--- src/rtl/mem_bus_arbiter.sv ---
// Shared memory port arbiter for fetch, data-read and data-write requesters.
// Fixed priority write > read > fetch, with fetch anti-starvation and an ack timeout.
module mem_bus_arbiter #(
  parameter int ACK_TIMEOUT  = 255,
  parameter int STARVE_LIMIT = 4
) (
  input  logic        clk,
  input  logic        rst,
  input  logic        i_read_req,
  input  logic        i_read_w,
  input  logic        i_read_hw,
  input  logic [31:0] i_read_adr,
  input  logic        d_read_req,
  input  logic        d_read_w,
  input  logic        d_read_hw,
  input  logic [31:0] d_read_adr,
  input  logic        d_write_req,
  input  logic        d_write_w,
  input  logic        d_write_hw,
  input  logic [31:0] d_write_adr,
  input  logic [31:0] d_write_data,
  output logic        read_valid,
  output logic [31:0] read_data,
  output logic        write_finish,
  output logic        bus_err,
  output logic [1:0]  grant_id,
  output logic        m_req,
  output logic        m_we,
  output logic        m_w,
  output logic        m_hw,
  output logic [31:0] m_adr,
  output logic [31:0] m_wdata,
  input  logic        m_ack,
  input  logic [31:0] m_rdata
);

  // state | meaning
  // IDLE  | no transaction; arbitrate among pending requests
  // BUSY  | m_req held, waiting for m_ack or timeout
  // DONE  | completion pulses visible; requester may drop its request
  typedef enum logic [1:0] {IDLE, BUSY, DONE} state_t;

  localparam logic [7:0] TO_LAST    = 8'(ACK_TIMEOUT - 1);
  localparam logic [3:0] STARVE_MAX = 4'(STARVE_LIMIT);

  state_t      state, state_nx;
  logic [7:0]  to_cnt, to_cnt_nx;
  logic [3:0]  starve_cnt, starve_nx;
  logic        read_valid_nx, write_finish_nx, bus_err_nx;
  logic [31:0] read_data_nx;
  logic [1:0]  grant_id_nx;
  logic        m_req_nx, m_we_nx, m_w_nx, m_hw_nx;
  logic [31:0] m_adr_nx, m_wdata_nx;
  logic        fetch_force;

  assign fetch_force = (starve_cnt == STARVE_MAX) && i_read_req;

  always_ff @(posedge clk or posedge rst) begin
    if (rst) begin
      state        <= IDLE;
      to_cnt       <= '0;
      starve_cnt   <= '0;
      read_valid   <= 1'b0;
      write_finish <= 1'b0;
      bus_err      <= 1'b0;
      read_data    <= '0;
      grant_id     <= 2'b00;
      m_req        <= 1'b0;
      m_we         <= 1'b0;
      m_w          <= 1'b0;
      m_hw         <= 1'b0;
      m_adr        <= '0;
      m_wdata      <= '0;
    end else begin
      state        <= state_nx;
      to_cnt       <= to_cnt_nx;
      starve_cnt   <= starve_nx;
      read_valid   <= read_valid_nx;
      write_finish <= write_finish_nx;
      bus_err      <= bus_err_nx;
      read_data    <= read_data_nx;
      grant_id     <= grant_id_nx;
      m_req        <= m_req_nx;
      m_we         <= m_we_nx;
      m_w          <= m_w_nx;
      m_hw         <= m_hw_nx;
      m_adr        <= m_adr_nx;
      m_wdata      <= m_wdata_nx;
    end
  end

  always_comb begin
    state_nx        = state;
    to_cnt_nx       = to_cnt;
    starve_nx       = starve_cnt;
    read_valid_nx   = 1'b0;
    write_finish_nx = 1'b0;
    bus_err_nx      = 1'b0;
    read_data_nx    = read_data;
    grant_id_nx     = grant_id;
    m_req_nx        = m_req;
    m_we_nx         = m_we;
    m_w_nx          = m_w;
    m_hw_nx         = m_hw;
    m_adr_nx        = m_adr;
    m_wdata_nx      = m_wdata;

    case (state)
      IDLE: begin
        if (i_read_req || d_read_req || d_write_req) begin
          m_req_nx  = 1'b1;
          to_cnt_nx = '0;
          state_nx  = BUSY;
          if (fetch_force || !(d_write_req || d_read_req)) begin
            grant_id_nx = 2'b01;
            m_we_nx     = 1'b0;
            m_w_nx      = i_read_w;
            m_hw_nx     = i_read_hw;
            m_adr_nx    = i_read_adr;
            starve_nx   = '0;
          end else begin
            if (d_write_req) begin
              grant_id_nx = 2'b11;
              m_we_nx     = 1'b1;
              m_w_nx      = d_write_w;
              m_hw_nx     = d_write_hw;
              m_adr_nx    = d_write_adr;
              m_wdata_nx  = d_write_data;
            end else begin
              grant_id_nx = 2'b10;
              m_we_nx     = 1'b0;
              m_w_nx      = d_read_w;
              m_hw_nx     = d_read_hw;
              m_adr_nx    = d_read_adr;
            end
            if (i_read_req && starve_cnt < STARVE_MAX)
              starve_nx = starve_cnt + 4'd1;
          end
        end
      end
      BUSY: begin
        // An ack in the final timeout cycle wins over the timeout.
        if (m_ack || to_cnt == TO_LAST) begin
          m_req_nx   = 1'b0;
          bus_err_nx = !m_ack;
          state_nx   = DONE;
          if (m_we) begin
            write_finish_nx = 1'b1;
          end else begin
            read_valid_nx = 1'b1;
            read_data_nx  = m_ack ? m_rdata : 32'h0;
          end
        end else begin
          to_cnt_nx = to_cnt + 8'd1;
        end
      end
      DONE: begin
        grant_id_nx = 2'b00;
        state_nx    = IDLE;
      end
      default: state_nx = IDLE;
    endcase
  end

endmodule

--- config.mk ---
export PLATFORM = sky130hd
export DESIGN_NAME = mem_bus_arbiter
export DESIGN_NICKNAME = d
export VERILOG_FILES = /design/src/rtl/mem_bus_arbiter.sv
export SDC_FILE = /design/constraint.sdc
export NUM_CORES = 1
export LEC_CHECK = 0
export CORE_AREA = 4 4 105 107
export CTS_CLUSTER_DIAMETER = 40
export DETAILED_ROUTE_END_ITERATION = 7
export DIE_AREA = 0 0 109 111
export DONT_BUFFER_PORTS = 1
export GPL_TIMING_DRIVEN = 0
export PLACE_DENSITY = 0.67
export SLEW_MARGIN = 30
export SYNTH_ARGS = -nofsm -noshare
export SYNTH_HDL_FRONTEND = slang
export SYNTH_SLANG_ARGS = --single-unit
--- constraint.sdc ---
create_clock -name clk -period 4.47 [get_ports clk]
set_input_delay 1.341 -clock clk [delete_from_list [all_inputs] [get_ports clk]]
set_output_delay 1.341 -clock clk [all_outputs]
set_load 0.02 [all_outputs]
==> results of run 1 <==
## power groups by stage
stage	logic, mW	clock network, mW	registers [mW]
global placement	1.00	0	2.54
floorplan	0.839	0	2.40
detailed placement	1.06	0	2.56
CTS	1.07	1.32	2.55
finish	1.04	1.30	2.53
global route	1.18	1.37	2.59
## registers in the layout, summed over array words and instances, names as in the netlist
register	flops
m_adr	32
m_wdata	32
read_data	32
to_cnt	8
starve_cnt	4
grant_id	2
state	2
bus_err	1
m_hw	1
m_req	1
m_w	1
m_we	1
read_valid	1
write_finish	1
## per-layer routing
metal / up-vias / part of all wire / global-route usage
met4: 0 / 0.013 / 0.0589
met5: - / 0 / 0
met2: 175 / 0.54 / 0.385
met1: 1712 / 0.36 / 0.241
li1: 1584 / - / -
met3: 21 / 0.089 / 0.0780
## logic make-up after synthesis
group           Yosys count  synth area share
compound gates           92             0.118
fa+ha+maj                 4           0.00945
simple gates             74            0.0690
buf+inv                  37            0.0340
mux                     101             0.207
flops                   119             0.563
## how the worst max path moves through the flow
stage                                startpoint                     to  slack (ns)
after detailed placement             i_read_req  to_cnt[1]$_DFFE_PP0P_        1.66
final                     m_adr[27]$_DFFE_PP0P_              m_adr[27]        2.12
after global placement                      rst  m_adr[23]$_DFFE_PP0P_        1.11
after global routing      m_adr[27]$_DFFE_PP0P_              m_adr[27]        2.08
after CTS                 m_adr[27]$_DFFE_PP0P_              m_adr[27]        2.09
after floorplan                             rst      bus_err$_DFF_PP0_        1.67
## layout make-up
cell class,count,share of cell area
clock buffer,19,0.0688
multi-input combinational,271,0.349
timing repair buffer,4,0.0143
inverter,8,0.00552
buffer,29,0.0245
clock inverter,13,0.0241
tap,136,0.0278
sequential,119,0.486
## Yosys cell counts, drive strengths merged
cell type / number
dfrtp: 119
and2: 3
nor2: 5
or3: 2
nor3b: 2
nand4b: 1
nand2b: 1
nor3: 3
a21o: 2
o41ai: 1
and3: 1
nor2b: 4
a31oi: 1
a22o: 33
o21ai: 45
o211ai: 1
nand4: 1
o31ai: 2
ha: 4
mux2i: 35
clkbuf: 7
nand3: 11
o22ai: 1
o2bb2ai: 1
buf: 22
nor4: 2
o21a: 3
o22a: 2
mux2: 66
inv: 8
nand2: 38
## through the flow
stage	utilization	area, um2	std cells	setup slack, ns	hold WS [ns]
after detailed placement	0.548	5560	567	1.66	0.522
after global placement	0.539	5470	563	1.11	0.510
final	0.604	6120	599	2.12	0.531
after floorplan	-	5300	427	1.67	0.478
after CTS	0.604	6120	599	2.09	0.534
after global routing	0.604	6120	599	2.08	0.580
==> impl_results.md, run 1 <==
- CTS tree: yes
- Crit end category: output port
- Required time worst endpoint: 3.13 ns
- Routed vias/inst: just under 6
- Worst Hold Class: flip-flop to flip-flop
- Worst Max-Slew Pin Slew: between 0.6 and 0.7 ns
- Clock power frac: 0.267
- Tcrit/Tclk final: 0.526
- Worst ir drop on vdd: 0.000283 V
- CP max FO: 2
- Routed Wire Length: 13100 um
- Die span in y: approximately 110 um
- Sw power: approximately 2 mW
- Initial antenna violation count: 0
- Sw Share: 0.410
- CTS Sinks: ~120
- Clock Latency Late Sink: about 0.50 ns
- Clk root buf: clkbuf_8
- CP Class: flip-flop to output port
- Synth top area share: 0.563
- Register area: a little under 3000 um2
- Row cnt: 37
- Reg clk slew, reported paths: roughly 0.060 ns
- Nets: approximately 630
- Gpl congestion: ~0.81
- CTS HTree Levels: 4
- Leading area contributor after synthesis: dfrtp_1
- DRC viols: 0
- Hold EP: starve_cnt[2]$_DFFE_PP0P_
- Diodes inserted: 0
- R2R Path End: m_adr[7]$_DFFE_PP0P_
- Slew HR: 0.577
- Logic gate share of total power: 0.214
- Most frequent cells in the layout: 119 x dfrtp_1, 54 x mux2_2, 43 x o21ai_0
- Core Footprint: slightly above 10000 um2
- Most common cell after layout, fill and taps aside: dfrtp_1
- Outcome: completed
- Post-DRT Antenna Nets: 0
- Final number of hold-violating endpoints: 0
- GRT overflow: 0
- Global-route wire length before repair: roughly 20000 um
- Post-synth cell types: 39
- Layout filler cell count: between 800 and 900
- Mapped Nets: around 600
- RSZ-0062 raised after global routing: false
- # hold bufs at CTS: 0
- Clock Tree Buf Depth: 2
- Pins Over Slew Limit: 0
- Dominant cells by area after synthesis: dfrtp_1 56%, mux2_2 11%, mux2i_1 6.6%
- Area occupied by multi-input gates: about 2100 um2
- Area of the die: between 10000 and 15000 um2
- Fin crit period: between 2 and 2.5 ns
- Reg power frac: 0.519
- Final Total Pwr: just under 5 mW
- Post_cts resized: 0
- Post-CTS setup buffers: 0
- Leak: ~2.9 nW
- Reg2reg start: starve_cnt[0]$_DFFE_PP0P_
- DR WL/cell: 21.9 um
- Avg Cell Area, Syn: between 10 and 15 um2
- Vias: 3492
- GR Util All Layers: 0.217
- Initial core utilization: 0.522
- Drt pass-1 iters: 4
- Pin count of the biggest net entering global routing: 33
- CP arrival: between 1 and 1.5 ns
- Synthesized cell area: ~5300 um2
- TritonCTS buffer count: 17
- Setup slack, reg-to-reg: 2.51 ns
- Yosys reg bits: about 120
- Critical path startpoint category: flip-flop
- Synth Warn #: 0
- Worst Hold Depth: 2
- Initial DRC Count: between 100 and 150
- Pwr/cell area: between 700 and 800 nW/um2
- Post-synthesis sequential area ratio: 0.563
- Power Internal: 2.87 mW
- Die W: 109 um
- Io pins: 277
- Maxcap violations: 0
- Area Overhead vs Synth: 15.7%
- Syn Inst Count: approximately 430
- Layout Skew: between 0.005 and 0.006 ns
- Worst-case reg-to-reg path depth: 8
- FMAX: between 400 and 500 MHz
- Levels on crit path: 0
- DPL Wire Length: 10000 um
- Vias in the first global route: ~3900
- Final setup fails: 0
- HP Start: starve_cnt[2]$_DFFE_PP0P_
- I/O Buffers: 0
- Share of layout cells above drive strength 1: 0.246
- Post-route setup TNS: 0 ns
Note: power is estimated with default switching activity, not from simulation.
==> run 2: changes to the inputs <==
Settings changed: CORE_AREA 4 4 105 107 to 4 4 107 109, DIE_AREA 0 0 109 111 to 0 0 111 113, PLACE_DENSITY 0.67 to 0.62.
Clock period 4.47 ns to 2.3 ns, I/O delays scaled along.
==> impl_results.md, run 2 (synthesis gave the netlist of run 1 again) <==
- # hold bufs at CTS: 0
- Routed vias/inst: a little under 6
- Required time worst endpoint: between 2 and 3 ns
- Die span in y: ~110 um
- Sw Share: 0.415
- Share of layout cells above drive strength 1: 0.246
- Final setup fails: 0
- Final core utilization: 0.574
- Post_cts resized: 0
- Nets: between 600 and 700
- I/O Buffers: 0
- Vias in the first global route: ~3800
- Initial core utilization: 0.499
- GRT overflow: 0
- Area occupied by multi-input gates: ~2100 um2
- Worst ir drop on vdd: 0.000760 V
- DRC viols: 0
- Setup slack, reg-to-reg: about 0.4 ns
- DPL Wire Length: about 11000 um
- Post-DRT Antenna Nets: 0
- Fin crit period: 1.89 ns
- Initial DRC Count: roughly 160
- Power Internal: 5.45 mW
- FMAX: approximately 530 MHz
- Clock power frac: 0.251
- CP max FO: 10
- Worst Hold Class: input port to async pin
- Crit end category: flip-flop
- GR Util All Layers: 0.216
- Area Overhead vs Synth: 15.0%
- Placed Instances: 571
- Reg clk slew, reported paths: 0.06 ns
- Clock Latency Late Sink: between 0.5 and 0.6 ns
- Register area: 2980 um2
- Initial antenna violation count: 0
- Slew HR: 0.651
- CTS Sinks: 119
- Layout Cells excl Fill: approximately 600
- Reg2reg start: starve_cnt[0]$_DFFE_PP0P_
- CTS HTree Levels: 4
- Row cnt: 38
- Diodes inserted: 0
- Leak: ~2.8 nW
- CTS tree: yes
- Worst hold slack: ~0.09 ns
- Pwr/cell area: 1530 nW/um2
- Vias: 3514
- DR WL/cell: ~22 um
- Worst-case reg-to-reg path depth: 8
- Most common cell after layout, fill and taps aside: dfrtp_1
- CP arrival: around 2.3 ns
- Post-CTS setup buffers: 0
- Post-route setup TNS: 0 ns
- Global-route wire length before repair: approximately 21000 um
- Logic gate share of total power: 0.219
- RSZ-0062 raised after global routing: false
- Gpl congestion: ~0.8
- Worst Max-Slew Pin Slew: approximately 0.52 ns
- Final number of hold-violating endpoints: 0
- R2R Path End: m_adr[4]$_DFFE_PP0P_
- Maxcap violations: 0
- Drt pass-1 iters: 4
- TritonCTS buffer count: 17
- Tcrit/Tclk final: 0.821
- Pin count of the biggest net entering global routing: 32
- Critical path startpoint category: flip-flop
- Layout Skew: between 0.006 and 0.007 ns
- Pins Over Slew Limit: 0
- Clk root buf: clkbuf_8
- Sw power: 3.86 mW
- Io pins: around 280
- Routed Wire Length: between 10000 and 15000 um
- Layout filler cell count: 895
- CP Class: flip-flop to flip-flop
- Core Footprint: around 11000 um2
- Reg power frac: 0.530
- Most frequent cells in the layout: 119 x dfrtp_1, 54 x mux2_2, 43 x o21ai_0
- Biggest regs: m_adr (32), m_wdata (32), read_data (32)
- Die W: 111 um
- Clock Tree Buf Depth: 2
- Area of the die: between 10000 and 15000 um2
- Outcome: completed
run 2: final cells by class:
| type | count | share of cell area |
|---|---|---|
| timing repair buffer | 4 | 0.0144 |
| buffer | 29 | 0.0247 |
| sequential | 119 | 0.489 |
| inverter | 8 | 0.00555 |
| multi-input combinational | 271 | 0.351 |
| clock inverter | 13 | 0.0177 |
| clock buffer | 19 | 0.0692 |
| tap | 140 | 0.0288 |
run 2: critical path, cell delays in order, from the launching register on:
cell	delay, ns
dfrtp_1	0.35
inv_1	0.07
ha_1	0.21
nand4b_1	0.11
o21a_1	0.13
buf_4	0.21
buf_2	0.34
mux2i_1	0.23
o21ai_0	0.09
run 2: through the flow:
stage | area (um2) | setup WS, ns | total power, mW
CTS | 6090 | 0.395 | 9.45
finish | 6090 | 0.411 | 9.32
floorplan | 5300 | 0.155 | 6.30
global placement | 5470 | -0.408 | 6.92
global route | 6090 | 0.301 | 9.87
detailed placement | 5560 | 0.216 | 7.08
run 2: power groups by stage:
stage	Combinational (mW)	Clock (mW)	Sequential, mW
5_1_grt	2.31	2.50	5.06
4_1_cts	2.09	2.39	4.97
3_5_place_dp	2.08	0	4.99
6_report	2.04	2.34	4.94
3_3_place_gp	1.96	0	4.96
2_1_floorplan	1.63	0	4.67
run 2: per-layer routing:
metal | up-vias | part of all wire | track usage | routed length [um]
met1 | 1719 | 0.37 | 0.247 | 4930
met3 | 11 | 0.10 | 0.0882 | 1350
li1 | 1583 | - | - | -
met5 | - | 0 | 0 | 0
met4 | 0 | 0.011 | 0.0698 | 146
met2 | 201 | 0.52 | 0.373 | 7030
run 2: worst max-delay path by stage:
stage                              startpoint                 endpoint  slack (ns)  cells past startpoint
global route        starve_cnt[0]$_DFFE_PP0P_     m_adr[4]$_DFFE_PP0P_        0.30                      8
CTS                 starve_cnt[0]$_DFFE_PP0P_  m_wdata[12]$_DFFE_PP0P_        0.40                      8
floorplan                                 rst        bus_err$_DFF_PP0_        0.15                      1
global placement                          rst    m_adr[11]$_DFFE_PP0P_       -0.41                      1
finish              starve_cnt[0]$_DFFE_PP0P_     m_adr[4]$_DFFE_PP0P_        0.41                      8
detailed placement                 i_read_req     m_adr[7]$_DFFE_PP0P_        0.22                      5
==> run 3: changes to the inputs <==
Clock period 2.3 ns to 2 ns, I/O delays scaled along.
==> impl_results.md, run 3 (synthesis gave the netlist of run 1 again) <==
- Vias: ~3500
- CTS tree: yes
- Most frequent cells in the layout: 119 x dfrtp_1, 54 x mux2_2, 43 x o21ai_0
- DR WL/cell: approximately 22 um
- Layout filler cell count: between 800 and 900
- Final core utilization: 0.575
- Reg clk slew, reported paths: ~0.060 ns
- Required time worst endpoint: between 2 and 2.5 ns
- Die span in y: between 100 and 150 um
- Layout Skew: 0.00645 ns
- Crit end category: flip-flop
- DPL Wire Length: between 10000 and 15000 um
- Final Total Pwr: between 10 and 15 mW
- Post_cts resized: 0
- Worst Max-Slew Pin Slew: 0.521 ns
- Sw power: 4.44 mW
- Global-route wire length before repair: around 21000 um
- Maxcap violations: 0
- Initial DRC Count: between 150 and 200
- Tcrit/Tclk final: 0.945
- Power Internal: 6.27 mW
- DRC viols: 0
- Pwr/cell area: around 1800 nW/um2
- Final worst setup slack: about 0.11 ns
- Layout Cells excl Fill: roughly 600
- Initial antenna violation count: 0
- RSZ-0062 raised after global routing: false
- FMAX: around 530 MHz
- Final number of hold-violating endpoints: 0
- Worst Hold Class: input port to flip-flop
- Post-DP Area: roughly 5600 um2
- GRT overflow: 0
- Routed vias/inst: roughly 5.8
- Clock Tree Buf Depth: 2
- Fin crit period: between 1.5 and 2 ns
- Row cnt: 38
- Share of layout cells above drive strength 1: 0.246
- Area occupied by multi-input gates: ~2100 um2
- Reg power frac: 0.530
- TritonCTS buffer count: 17
- Vias in the first global route: ~3800
- Diodes inserted: 0
- Io pins: between 200 and 300
- Biggest regs: m_adr (32), m_wdata (32), read_data (32)
- Critical path startpoint category: flip-flop
- CTS HTree Levels: 4
- Design area: approximately 6000 um2
- Logic gate share of total power: 0.219
- Clock power frac: 0.251
- Routed Wire Length: ~13000 um
- CP Class: flip-flop to flip-flop
- CP arrival: 2.25 ns
- Area of the die: between 10000 and 15000 um2
- Die W: roughly 110 um
- Outcome: completed
- Post-Place Setup Slack: 0.00562 ns
- Gpl congestion: just over 0.8
- Sw Share: 0.415
- Area Overhead vs Synth: 15.2%
- I/O Buffers: 0
- Post-DRT Antenna Nets: 0
- GR Util All Layers: 0.216
- Register area: roughly 3000 um2
- Placed Instances: about 570
- Clk root buf: clkbuf_8
- Drt pass-1 iters: 4
- Leak: ~2.8 nW
- Nets: roughly 630
- Most common cell after layout, fill and taps aside: dfrtp_1
- Clock Latency Late Sink: 0.51 ns
- Worst ir drop on vdd: roughly 0.0009 V
- Core Footprint: approximately 11000 um2
- Pins Over Slew Limit: 0
- CP max FO: 10
- Initial core utilization: 0.499
- Pin count of the biggest net entering global routing: 32
- Slew HR: 0.652
- Final setup fails: 0
- CTS Sinks: roughly 120
[run 3: cell type report]
cell class | count | area share
multi-input cells | 271 | 0.350
flip-flops and latches | 119 | 0.488
plain buffers | 29 | 0.0246
clock inverters | 13 | 0.0176
repair buffers | 5 | 0.0160
inverters | 8 | 0.00554
well taps | 140 | 0.0287
clock buffers | 19 | 0.0691
[run 3: final timing paths]
kind                                                 from                   endpoint  slack (ns)  cells after the start
max in group asynchronous                             rst  read_data[16]$_DFFE_PP0P_        0.66                      4
min in group asynchronous                             rst    m_wdata[22]$_DFFE_PP0P_        0.61                      2
worst min-delay path                                m_ack          bus_err$_DFF_PP0_        0.17                      1
worst max-delay path            starve_cnt[0]$_DFFE_PP0P_       m_adr[4]$_DFFE_PP0P_        0.11                      8
worst max register to register  starve_cnt[0]$_DFFE_PP0P_       m_adr[4]$_DFFE_PP0P_        0.11                      8
worst min register to register  starve_cnt[3]$_DFFE_PP0P_  starve_cnt[3]$_DFFE_PP0P_        0.51                      1
[run 3: stage by stage]
step / hold WS [ns] / TNS [ns]
floorplan: 0.478 / -6.59
global placement: 0.504 / -72.81
detailed placement: 0.509 / 0
CTS: 0.144 / 0
global route: 0.149 / 0
finish: 0.170 / 0
[run 3: power by group through the flow]
stage / Clock (mW) / Sequential [mW] / Combinational (mW)
3_5_place_dp: 0 / 5.74 / 2.39
6_report: 2.69 / 5.68 / 2.34
5_1_grt: 2.88 / 5.82 / 2.65
4_1_cts: 2.75 / 5.71 / 2.40
3_3_place_gp: 0 / 5.70 / 2.26
2_1_floorplan: 0 / 5.37 / 1.87
[run 3: worst max-delay path: stages, from the launching register on]
cell and delay, ns:
dfrtp_1 0.35, inv_1 0.07, ha_1 0.21, nand4b_1 0.11, o21a_1 0.13, buf_4 0.21, buf_2 0.34, mux2i_1 0.23
o21ai_0 0.09
[run 3: per-layer routing]
metal  wire (um)  global-route usage  vias up
met1        4930               0.247     1720
li1            -                   -     1585
met2        7040               0.373      201
met4         146              0.0698        0
met3        1350              0.0882       11
met5           0                   0        -
[run 3: what timing repair did]
| action | CTS | global route |
|---|---|---|
| hold buffers | 1 | 0 |
| buffers inserted | 0 | 0 |
| endpoints found under the hold margin | 6 | 0 |
